--- src/rtl/hub75_pkg.sv ---
// hub75_pkg: shared scan states, rd_data field layout and cycle-count helpers
package hub75_pkg;

    typedef enum logic [1:0] {IDLE, SHIFT, LATCH, SHOW} state_t;

    localparam int CH_R0 = 0;
    localparam int CH_G0 = 1;
    localparam int CH_B0 = 2;
    localparam int CH_R1 = 3;
    localparam int CH_G1 = 4;
    localparam int CH_B1 = 5;

    function automatic int ch_bit(input int ch, input int p, input int bpc);
        return ch * bpc + p;
    endfunction

    function automatic int plane_cycles(input int cols, input int base_on, input int p);
        return 2 * cols + 3 + (base_on << p);
    endfunction

    function automatic int row_cycles(input int cols, input int bpc, input int base_on);
        return bpc * (2 * cols + 3) + base_on * ((1 << bpc) - 1);
    endfunction

    function automatic int frame_cycles(input int cols, input int row_aw, input int bpc, input int base_on);
        return (1 << row_aw) * row_cycles(cols, bpc, base_on);
    endfunction

endpackage

--- src/rtl/hub75_col_shifter.sv ---
// hub75_col_shifter: column fetch and shift-clock serialiser for one bit plane of one row
module hub75_col_shifter
    import hub75_pkg::*;
#(
    parameter int COLS   = 64,
    parameter int ROW_AW = 4,
    parameter int BPC    = 4
)(
    input  logic                               clk,
    input  logic                               rst_n,
    input  logic                               start,
    input  logic [$clog2(BPC > 1 ? BPC : 2)-1:0] plane,
    input  logic [ROW_AW-1:0]                  row,
    output logic                               rd_en,
    output logic [ROW_AW-1:0]                  rd_row,
    output logic [$clog2(COLS)-1:0]            rd_col,
    input  logic [6*BPC-1:0]                   rd_data,
    output logic                               sclk,
    output logic [2:0]                         rgb0,
    output logic [2:0]                         rgb1,
    output logic                               done
);

    localparam int CW = $clog2(COLS);
    localparam int TW = $clog2(2 * COLS + 2);

    logic [TW-1:0]          t;
    logic                   last;
    logic [5:0][BPC-1:0]    ch;

    assign ch     = rd_data;
    assign last   = t == TW'(2 * COLS + 1);
    assign done   = start && last;
    assign rd_en  = start && !t[0] && t < TW'(2 * COLS);
    assign rd_row = row;
    assign rd_col = t[CW:1];

    // step counter for the shift phase, rewinds at the last step of every plane
    always_ff @(posedge clk or negedge rst_n)
        if (!rst_n) t <= '0;
        else if (start) t <= last ? '0 : t + 1'b1;

    // odd steps load the fetched bit with sclk low, even steps raise sclk on stable data
    always_ff @(posedge clk or negedge rst_n)
        if (!rst_n) begin
            sclk <= 1'b0;
            rgb0 <= '0;
            rgb1 <= '0;
        end else if (start) begin
            sclk <= !t[0] && t != '0;
            if (t[0] && t < TW'(2 * COLS)) begin
                rgb0 <= {ch[CH_B0][plane], ch[CH_G0][plane], ch[CH_R0][plane]};
                rgb1 <= {ch[CH_B1][plane], ch[CH_G1][plane], ch[CH_R1][plane]};
            end
        end

endmodule

--- src/rtl/hub75_bcm_driver.sv ---
// hub75_bcm_driver: HUB75 row scanner with binary-coded modulation over BPC bit planes
module hub75_bcm_driver
    import hub75_pkg::*;
#(
    parameter int COLS    = 64,
    parameter int ROW_AW  = 4,
    parameter int BPC     = 4,
    parameter int BASE_ON = 8
)(
    input  logic                    clk,
    input  logic                    rst_n,
    input  logic                    enable,
    output logic                    rd_en,
    output logic [ROW_AW-1:0]       rd_row,
    output logic [$clog2(COLS)-1:0] rd_col,
    input  logic [6*BPC-1:0]        rd_data,
    output logic                    sclk,
    output logic [2:0]              rgb0,
    output logic [2:0]              rgb1,
    output logic [ROW_AW-1:0]       addr,
    output logic                    lat,
    output logic                    oe,
    output logic                    frame_done
);

    localparam int PW = $clog2(BPC > 1 ? BPC : 2);
    localparam int SW = $clog2(BASE_ON << (BPC - 1)) + 1;

    state_t          state;
    logic [PW-1:0]   p;
    logic [ROW_AW-1:0] r;
    logic [SW-1:0]   cnt;
    logic            shift_done;
    logic            last_plane;

    assign last_plane = p == PW'(BPC - 1);

    hub75_col_shifter #(.COLS(COLS), .ROW_AW(ROW_AW), .BPC(BPC)) u_shift (
        .clk     (clk),
        .rst_n   (rst_n),
        .start   (state == SHIFT),
        .plane   (p),
        .row     (r),
        .rd_en   (rd_en),
        .rd_row  (rd_row),
        .rd_col  (rd_col),
        .rd_data (rd_data),
        .sclk    (sclk),
        .rgb0    (rgb0),
        .rgb1    (rgb1),
        .done    (shift_done)
    );

    // scan sequencer: shift a plane, latch it, then light it for its binary weight
    always_ff @(posedge clk or negedge rst_n)
        if (!rst_n) begin
            state      <= IDLE;
            p          <= '0;
            r          <= '0;
            cnt        <= '0;
            addr       <= '0;
            lat        <= 1'b0;
            oe         <= 1'b1;
            frame_done <= 1'b0;
        end else begin
            frame_done <= 1'b0;
            case (state)
                IDLE: if (enable) state <= SHIFT;
                SHIFT: if (shift_done) begin
                    state <= LATCH;
                    lat   <= 1'b1;
                    if (p == '0) addr <= r;
                end
                LATCH: begin
                    state <= SHOW;
                    lat   <= 1'b0;
                    oe    <= 1'b0;
                    cnt   <= (SW'(BASE_ON) << p) - SW'(1);
                end
                SHOW: if (cnt == '0) begin
                    oe    <= 1'b1;
                    state <= enable ? SHIFT : IDLE;
                    if (last_plane) begin
                        p          <= '0;
                        r          <= r + 1'b1;
                        frame_done <= &r;
                    end else p <= p + 1'b1;
                end else cnt <= cnt - 1'b1;
                default: state <= IDLE;
            endcase
        end

endmodule

--- config.mk ---
export PLATFORM = sky130hd
export DESIGN_NAME = hub75_bcm_driver
export DESIGN_NICKNAME = d
export VERILOG_FILES = /design/src/rtl/hub75_pkg.sv /design/src/rtl/hub75_col_shifter.sv /design/src/rtl/hub75_bcm_driver.sv
export SDC_FILE = /design/constraint.sdc
export NUM_CORES = 1
export LEC_CHECK = 0
export BUFFER_PORTS_ARGS = -buffer_cell sky130_fd_sc_hd__buf_2
export CAP_MARGIN = 10
export CORE_ASPECT_RATIO = 0.7
export CORE_UTILIZATION = 48
export CTS_CLUSTER_SIZE = 10
export DETAILED_ROUTE_END_ITERATION = 7
export PLACE_DENSITY_LB_ADDON = 0.1
export SETUP_SLACK_MARGIN = 0.2
export SLEW_MARGIN = 20
export SYNTH_ARGS = -nofsm -noshare
export SYNTH_HDL_FRONTEND = slang
export SYNTH_HIERARCHICAL = 1
export SYNTH_SLANG_ARGS = --single-unit
--- constraint.sdc ---
create_clock -name clk -period 2.35 [get_ports clk]
set_input_delay 0 -clock clk [delete_from_list [all_inputs] [get_ports clk]]
set_output_delay 0 -clock clk [all_outputs]
set_load 0.03 [all_outputs]
==> results.ini, run 1 <==
[setup_path]
cp.arrival_ps = 2200
start_kind = register
r2r-end = state[1]
critPathMaxFanout = 5
startpoint = u_shift/t[3]
required_ps = 2540
worstSetupPathType = reg2reg
reg2reg_from = u_shift/t[3]
crit_end = state[1]
ff2ff_setup_slack_ps = 330
end_kind = register
reg2reg_depth = 6

[global_routing]
grt-ovfl-total = 0
grt_max_degree = 38
grt_pass1_vias = 1585
antenna_found_initial = 0
track_usage_pct = 21.06
grt_first_pass_wirelength_um = 7327

[die]
rows = 19
coreArea_um2 = 4089
die_h_um = 57.83
io_pins = 52
dieArea_um2 = 4727
die_x_um = 81.75
start_util_pct = 52.26

[routing]
wirelength_um = 4398
drc = 0
drt_iter0_drc = 60
firstDrtPassIters = 4
dr_total_vias = 1580
ant_nets = 0
wl_per_cell_um = 15.06
viasPerCell = 5.411

[logic_synthesis]
synth_edf_count = 0
synth_warnings = 6
ys_ff_latch = 37
yosysTopAreaCell = dfrtp_1
synthCells = 191
synthAdderAreaFrac_pct = 8.197
synth_xor_area_share_pct = 3.279
synth_compound_area_share_pct = 7.611
netlist.area_leader.share_pct = 42.15
synth_top_family_by_area = multiplexers
synth_area_leaders = dfrtp_1 (42%), ha_1 (8.2%), mux2_2 (7.4%)
ys_types = 45
synth_async_sr_flop_share_pct = 100.0
synthesis.area_um2 = 2137
synth_nets = 232
syn_area_per_cell_um2 = 11.19
synth_flop_cell = dfrtp_1
synth.area.mux_share_pct = 16.04
ys_seq_area_share_pct = 43.38
yosys.area_share.simple_pct = 14.87

[clock_tree]
cts_tree = yes
ctsHtreeMaxLevel = 2
cts_buffers = 5
clockBufferDepth = 2
post-cts-setup-buffers = 0
worstSkewPairLatency_ps = 290
clock_sinks = 37
path_clk_slew_ps = 80
clockRootBuffer = clkbuf_8

[cells_and_area]
antennaDiodeCount = 0
fill_cells = 342
fin_cells = 292
multiInputGateArea_um2 = 1084
drive_gt1_share_pct = 40.42
final_nets = 280
final_cell_mix = buf_2 (51), dfrtp_1 (36), nand2_1 (17)
final_common_cell = buf_2
regArea_um2 = 927.1
area_growth_pct = 17.21

[timing]
fmax_ghz = 0.4963
report.final.slew_viol_count = 0
hold_ws_ps = 72.81
maxSlewHeadroom_pct = 46.13
setup_viol = 0
fin_skew_ps = 5.332
post-route-period-util_pct = 85.75
fin_crit_ps = 2015
setup_tns_ps = 0
tightest_slew_ps = 808.0
rsz0062_at_grt = false
hold_viol = 0

[min_path]
hold_path.class = in2reg

[placement]
gp_congestion = 0.8642
dp_cells = 283
io_buffer_count = 51
dp_hpwl_um = 3314

[outcome]
run_status = complete, no violations

[pwr]
peakVddDrop_v = 0.0005453
power_leakage_nw = 1.229
power.density_nw_per_um2 = 1072

[run]
cap_violations = 0

-- sequential cells by signal, indices dropped and copies added, names as in the netlist --
signal        flops
oe                1
u_shift/sclk      1
addr              4
u_shift/rgb1      3
u_shift/rgb0      3
frame_done        1
state             2
u_shift/t         8
cnt               7
lat               1
r                 4
p                 2
-- through the flow --
| stage | util (%) | total power [mW] | setup WS (ps) | cell area, µm² |
|---|---|---|---|---|
| 4_1_cts | 61.26 | 2.703 | 264.9 | 2505 |
| 2_1_floorplan | - | 1.916 | 271.5 | 2143 |
| 6_report | 61.26 | 2.685 | 334.9 | 2505 |
| 3_5_place_dp | 58.45 | 2.212 | 184.1 | 2390 |
| 3_3_place_gp | 58.45 | 2.141 | 272.8 | 2390 |
| 5_1_grt | 61.26 | 2.891 | 237.9 | 2505 |
-- critical path: stages (launching register included) --
cell     delay, ps
dfrtp_1        430
or4_4          600
nor4_4         230
nor2b_1        130
a21oi_1        210
a21oi_1         90
a31o_2         210
-- metal layers --
layer  part of all wire [%]  routed length (µm)  vias up  track usage (%)
met4                    1.8                  78        0            9.774
li1                       -                   -      770                -
met2                     45                1991       55            32.59
met3                    6.5                 285       10            5.197
met1                     46                2043      745            27.95
met5                      0                   0        -                0
-- cells in the mapped netlist (2+ instances only) --
cell type and n:
nand2b_1 2, or3_2 2, mux2_2 14, inv_1 14, buf_2 2, nand3_1 6, xor2_1 4, ha_1 14
o211ai_1 2, nand2_1 17, mux2_4 2, or4_4 2, dfrtp_1 36, nor2b_1 2, o21ai_0 6, nor2_1 8
xnor2_1 4, nor4_1 2, mux2i_1 2, nor3_1 4, nand4_1 4, a21oi_1 4, o31ai_1 2, buf_4 10
mux4_2 6
-- cells by family after synthesis --
| logic type | Yosys count |
|---|---|
| compound gates | 24 |
| xor+xnor | 8 |
| fa+ha+maj | 14 |
| buf+inv | 27 |
| flops | 37 |
| mux | 24 |
| simple gates | 57 |
-- how the worst min path moves through the flow --
stage                      start      endpoint  cells past startpoint
final                     enable      state[0]                      3
after global routing      enable      state[0]                      3
after CTS                 enable      state[0]                      3
after detailed placement   rst_n  u_shift/sclk                      1
after global placement     rst_n  u_shift/sclk                      1
after floorplan            rst_n       addr[0]                      0
-- report_power, final --
| group | switching [mW] | leakage, nW | total (mW) | internal [mW] |
|---|---|---|---|---|
| clock network | 0.235 | 0.0512 | 0.473 | 0.238 |
| registers | 0.220 | 0.467 | 1.04 | 0.824 |
| logic | 0.683 | 0.711 | 1.17 | 0.486 |
-- cell type report --
| class | count | area share, % |
|---|---|---|
| inverter | 14 | 2.098 |
| clock inverter | 2 | 0.5495 |
| sequential | 37 | 37.01 |
| timing repair buffer | 54 | 11.19 |
| tap | 52 | 2.597 |
| multi-input combinational | 127 | 43.26 |
| clock buffer | 6 | 3.297 |
-- what timing repair did --
| item | CTS | global route |
|---|---|---|
| hold endpoints to repair | 36 | 0 |
| pin swaps | 0 | 1 |
| cloned | 0 | 0 |
| endpoints found under the setup margin | 3 | 1 |
| hold buffers | 1 | 0 |
| resized for setup | 1 | 0 |
No activity file was read; power rests on OpenSTA's default activity.
==> run 2: changes to the inputs <==
--- a/config.mk
+++ b/config.mk
@@ -5,12 +5,13 @@
 export SDC_FILE = /design/constraint.sdc
 export NUM_CORES = 1
 export LEC_CHECK = 0
-export BUFFER_PORTS_ARGS = -buffer_cell sky130_fd_sc_hd__buf_2
 export CAP_MARGIN = 10
 export CORE_ASPECT_RATIO = 0.7
-export CORE_UTILIZATION = 48
+export CORE_MARGIN = 8
+export CORE_UTILIZATION = 55
 export CTS_CLUSTER_SIZE = 10
 export DETAILED_ROUTE_END_ITERATION = 7
+export DONT_BUFFER_PORTS = 1
 export PLACE_DENSITY_LB_ADDON = 0.1
 export SETUP_SLACK_MARGIN = 0.2
 export SLEW_MARGIN = 20
==> run 2 against run 1 <==
Clock skew is 2.8 ps lower. Utilization is 0.33 points lower. Die area is 30% higher. Global-route usage is 5.8 points lower. Design area is 6.9% lower. Final cell count is 15% lower. Worst hold slack better by 7.3 ps. Clock power is 11% higher. Routed wire length is 3.6% higher.
==> results.ini, run 2 (synthesis gave the netlist of run 1 again) <==
[outcome]
run_status = complete, no violations

[placement]
dp_hpwl_um = 3439  ; +3.7%
place_area_um2 = 2180  ; -8.8%
dp_cells = 238  ; -16%
io_buffer_count = 0  ; -100%
post-place-ws_ps = 268.5  ; +84.37 ps
gp_congestion = 0.8422  ; -2.5%

[cells_and_area]
top_regs = u_shift/t: 8 flops, cnt: 7 flops
largest_reg_flops = 8  ; unchanged
final_common_cell = dfrtp_1
area_growth_pct = 9.134
drive_gt1_share_pct = 26.53  ; -14 points
final_area_um2 = 2332  ; -6.9%
fin_cells = 248  ; -15%
antennaDiodeCount = 0  ; unchanged
final_cell_mix = dfrtp_1 (36), nand2_1 (17), inv_1 (14), mux2_2 (14), ha_1 (14)
top_register = u_shift/t
final_nets = 237  ; -15%

[min_path]
hold_path.class = in2reg

[clock_tree]
worstSkewPairLatency_ps = 280  ; about the same
ctsHtreeMaxLevel = 2  ; unchanged
path_clk_slew_ps = 70  ; about the same
clockRootBuffer = clkbuf_8
cts_tree = yes
clock_sinks = 37  ; unchanged
clockBufferDepth = 2  ; unchanged
cts_buffers = 5  ; unchanged

[die]
die_h_um = 68.15  ; +18%
rows = 19  ; unchanged
coreArea_um2 = 3827  ; -6.4%
dieArea_um2 = 6168  ; +30%
die_x_um = 90.51  ; +11%
io_pins = 52  ; unchanged
start_util_pct = 55.84  ; +3.6 points

[setup_path]
cp.arrival_ps = 2160  ; -40 ps
cp.buffers_inverters = 0  ; unchanged
slowest_delay_ps = 590  ; about the same
crit_chain = or4_4 > nor4_4 > nor2b_1 > a21oi_1 > a21oi_1 > a31o_2
critPathMaxFanout = 4  ; -1
start_kind = register
critPathMostFrequentCell = a21oi_1
slowest_stage = or4_4
worstSetupPathType = reg2reg
critical_path.top_delay_family = simple AND/OR/NAND/NOR gates
required_ps = 2520  ; -20 ps
end_kind = register

[routing]
drt_iter0_drc = 38  ; -37%
wirelength_um = 4555  ; +3.6%
wl_per_cell_um = 18.37  ; +22%
ant_nets = 0  ; unchanged
viasPerCell = 5.766  ; +6.6%
drc = 0  ; unchanged
firstDrtPassIters = 4  ; unchanged
dr_total_vias = 1430  ; -9.5%

[run]
cap_violations = 0  ; unchanged

[timing]
report.final.slew_viol_count = 0  ; unchanged
tightest_slew_ps = 540.5  ; -267.5 ps
maxSlewHeadroom_pct = 63.97  ; +18 points
rsz0062_at_grt = false
hold_viol = 0  ; unchanged
setup_tns_ps = 0  ; unchanged
fin_crit_ps = 1989  ; -25.74 ps
setup_viol = 0  ; unchanged
fin_skew_ps = 2.505  ; -2.827 ps
fin_ws_ps = 360.7  ; +25.74 ps
fmax_ghz = 0.5027  ; +1.3%
post-route-period-util_pct = 84.65  ; -1.1 points

[global_routing]
grt_pass1_vias = 1380  ; -13%
antenna_found_initial = 0  ; unchanged
track_usage_pct = 15.30  ; -5.8 points
grt-ovfl-total = 0  ; unchanged
grt_first_pass_wirelength_um = 7341  ; +0.19%
grt_max_degree = 38  ; unchanged

[pwr]
power_leakage_nw = 1.050  ; -15%
peakVddDrop_v = 0.0005544  ; +1.7%
power.density_nw_per_um2 = 1146  ; +6.9%

run 2: final timing paths:
check	slack [ps]	cells after the start	startpoint	end
setup / recovery	360	6	u_shift/t[3]	state[1]
hold / removal	80	4	enable	state[0]
setup reg to reg	360	6	u_shift/t[3]	state[1]
hold reg to reg	530	1	cnt[4]	cnt[4]
max in group asynchronous	1920	2	rst_n	oe
min in group asynchronous	180	2	rst_n	u_shift/t[1]
run 2: timing repair:
item,4_1_cts,5_1_grt
setup endpoints to repair,0,4
hold buffers,3,0
setup buffers,0,0
resized for setup,0,1
hold endpoints to repair,38,0
run 2: tightest hold or removal path: stages:
cell	delay, ps
mux2i_1	120
nor3_1	60
nand2_1	60
nand3_1	70
run 2: cell type report:
type | count | area (µm²)
multi-input combinational | 127 | 1084
sequential | 37 | 927.1
clock buffer | 5 | 68.82
fill | 307 | 1495
timing repair buffer | 11 | 100.1
clock inverter | 2 | 35.03
inverter | 14 | 52.55
tap | 52 | 65.06
run 2: layer usage:
metal | global-route usage [%] | share of wire, % | vias to the layer above
li1 | - | - | 675
met1 | 20.38 | 48 | 704
met2 | 22.96 | 44 | 47
met3 | 5.586 | 7.0 | 4
met4 | 4.742 | 0.59 | 0
met5 | 0 | 0 | -
run 2: where the power goes:
group	leakage [nW]	total [mW]	internal (mW)	switching [mW]
combinational	0.529	0.960	0.441	0.519
sequential	0.467	1.19	0.824	0.363
clock	0.0540	0.527	0.308	0.218
run 2: per-stage QoR:
| stage | utilization, % | power, mW | hold WS [ps] |
|---|---|---|---|
| finish | 60.93 | 2.673 | 80.14 |
| global route | 60.93 | 2.859 | 77.28 |
| CTS | 60.71 | 2.682 | 72.78 |
| detailed placement | 56.95 | 2.132 | -294.8 |
| global placement | 56.95 | 2.074 | -294.6 |
| floorplan | - | 1.916 | -295.6 |
==> run 3: changes to the inputs <==
==> constraint.sdc (replaced) <==
create_clock -name clk -period 1.75 [get_ports clk]
set_input_delay 0 -clock clk [delete_from_list [all_inputs] [get_ports clk]]
set_output_delay 0 -clock clk [all_outputs]
set_load 0.03 [all_outputs]
==> run 3 against run 2 <==
Fmax increased by 8.2%. Global-route usage increased by 3.0 points. Critical path type unchanged. Routed wire length up 20%. Setup slack lost 450 ps. The flow now finishes with violations (negative setup slack). First-iteration DRC count is 100% higher. Die area unchanged. Clock-buffer cell count did not move. Critical path depth decreased by 1. Worst hold slack worse by 20 ps. Final cell count increased by 12%. Highest routed layer unchanged.
==> results.ini, run 3 (synthesis gave the netlist of run 1 again) <==
[die]
io_pins = 52  ; unchanged
coreArea_um2 = 3827  ; unchanged
die_h_um = 68.15  ; unchanged
rows = 19  ; unchanged
start_util_pct = 55.84  ; unchanged
die_x_um = 90.51  ; unchanged
dieArea_um2 = 6168  ; unchanged

[setup_path]
slowest_stage = or4_4
start_kind = register
crit_chain = or4_4 > buf_4 > buf_6 > o31a_1 > mux2_2
r2r-end = u_shift/t[7]
worstSetupPathType = reg2reg
ff2ff_setup_slack_ps = -90  ; -450 ps
end_kind = register
reg2reg_depth = 5  ; -1
required_ps = 1930  ; -590 ps
reg2reg_from = u_shift/t[6]
critPathMaxFanout = 3  ; -1
cp.arrival_ps = 2020  ; -140 ps
slowest_delay_ps = 570  ; -20 ps

[cells_and_area]
antennaDiodeCount = 0  ; unchanged
drive_gt1_share_pct = 48.23  ; +22 points
final_common_cell = dfrtp_1
final_nets = 267  ; +13%
final_cell_mix = dfrtp_1 (35), buf_4 (29), nand2_1 (14)
area_growth_pct = 28.98
largest_reg_flops = 8  ; unchanged
final_area_um2 = 2756  ; +18%
top_regs = u_shift/t: 8 flops, cnt: 7 flops
top_register = u_shift/t

[pwr]
sw_frac_of_total_pct = 40.84  ; -0.31 points
finalPower_mw = 4.334  ; +62%
peakVddDrop_v = 0.0008980  ; +62%
comb_power_share_pct = 48.0  ; +12 points
seqPwrFrac_pct = 35.4  ; -9.0 points
power.density_nw_per_um2 = 1572  ; +37%
clockPowerShare_pct = 16.6  ; -3.1 points
internal_power_mw = 2.564  ; +63%
p_switching_mw = 1.770  ; +61%
power_leakage_nw = 1.251  ; +19%

[clock_tree]
cts_buffers = 5  ; unchanged
ctsHtreeMaxLevel = 2  ; unchanged
clockRootBuffer = clkbuf_8
worstSkewPairLatency_ps = 290  ; about the same
clock_sinks = 37  ; unchanged
cts_tree = yes
path_clk_slew_ps = 70  ; about the same
clockBufferDepth = 2  ; unchanged

[min_path]
whs_endpoint = state[1]
hold_path.class = in2reg
hold_start = enable
worstHoldPathCells = 4  ; unchanged

[routing]
dr_total_vias = 1589  ; +11%
met3_length_um = 509  ; +60%
wl_met2_um = 2720  ; +35%
firstDrtPassIters = 4  ; unchanged
viasPerCell = 5.716  ; -0.87%
drc = 0  ; unchanged
drt_iter0_drc = 76  ; +100%
wl_per_cell_um = 19.60  ; +6.7%
dr.max_layer_used = met4
wirelength_um = 5450  ; +20%
ant_nets = 0  ; unchanged
met1_length_um = 2114  ; -3.6%

[global_routing]
grt_pass1_vias = 1723  ; +25%
antenna_found_initial = 0  ; unchanged
grt_first_pass_wirelength_um = 8735  ; +19%
grt-ovfl-total = 0  ; unchanged
track_usage_pct = 18.35  ; +3.0 points
grt_max_degree = 38  ; unchanged

[outcome]
run_status = complete, but fails checks
failed_checks = negative setup slack

[timing]
fin_skew_ps = 4.740  ; +2.235 ps
report.final.slew_viol_count = 0  ; unchanged
maxSlewHeadroom_pct = 69.98  ; +6.0 points
fin_ws_ps = -88.57  ; -449.2 ps
fmax_ghz = 0.5439  ; +8.2%
setup_viol = 9  ; +9
tightest_slew_ps = 450.4  ; -90.14 ps
hold_viol = 0  ; unchanged
rsz0062_at_grt = true
setup_tns_ps = -263.7  ; -263.7 ps
fin_crit_ps = 1839  ; -150.8 ps
post-route-period-util_pct = 105.1  ; +20 points

[placement]
dp_hpwl_um = 3937  ; +14%
place_area_um2 = 2365  ; +8.5%
io_buffer_count = 0  ; unchanged
post-place-ws_ps = -100.6  ; -369.0 ps
gp_congestion = 0.9745  ; +16%

[run]
cap_violations = 0  ; unchanged

run 3: cell types whose count changed in the layout (fill, tap and decap cells not counted), moves of 3 or more:
cell | before | now
buf_4 | 8 | 29
buf_6 | 0 | 7
ha_1 | 14 | 9
ha_2 | 0 | 4
o21ai_0 | 6 | 2
inv_1 | 14 | 11
inv_2 | 0 | 3
nand2_1 | 17 | 14
nand3_1 | 6 | 3
nand3_2 | 0 | 3
o21ai_1 | 0 | 3
run 3: repair_timing:
action,in CTS,in global routing
hold buffers,3,0
endpoints found under the setup margin,31,33
gates resized for setup,27,16
hold endpoints to repair,38,0
cloned,0,1
pin swaps,7,7
buffers inserted,9,2
run 3: worst max-delay path: cells and delay by family, from the launching register on:
family / cells / cell delay [ps]
AO/OA/AOI/OAI: 1 / 240
multiplexers: 1 / 260
AND/OR/NAND/NOR: 1 / 570
buffers and inverters: 2 / 280
flip-flops: 1 / 380
run 3: through the flow:
step	hold slack, ps	utilization, %	cells
2_1_floorplan	-295.6	-	191
3_3_place_gp	-294.6	61.78	256
3_5_place_dp	-294.6	61.78	256
4_1_cts	53.52	69.76	275
5_1_grt	63.40	72.02	278
6_report	60.02	72.02	278
run 3: final cells by class:
cell class,instances,area [µm²]
clock inverter,2,35.03
fill,267,1071
tap,52,65.06
timing repair buffer,41,356.6
clock buffer,5,68.82
multi-input combinational,127,1250
sequential,37,928.4
inverter,14,52.55
run 3: layer usage:
metal | vias up | track usage (%)
met1 | 778 | 20.61
met3 | 12 | 7.777
met2 | 59 | 31.13
met5 | - | 0
met4 | 0 | 7.216
li1 | 740 | -
run 3: worst max-delay path by stage:
stage                      start           end
floorplan           u_shift/t[2]      state[1]
global placement    u_shift/t[6]       addr[3]
detailed placement  u_shift/t[6]       addr[0]
CTS                 u_shift/t[6]      state[1]
global route        u_shift/t[6]      state[1]
finish              u_shift/t[6]  u_shift/t[7]
run 3: power by group through the flow:
stage	Combinational, mW	Sequential (mW)	Clock, mW
global route	2.25	1.56	0.784
finish	2.08	1.53	0.719
CTS	1.92	1.52	0.738
floorplan	1.14	1.53	0
global placement	1.57	1.52	0
detailed placement	1.63	1.53	0
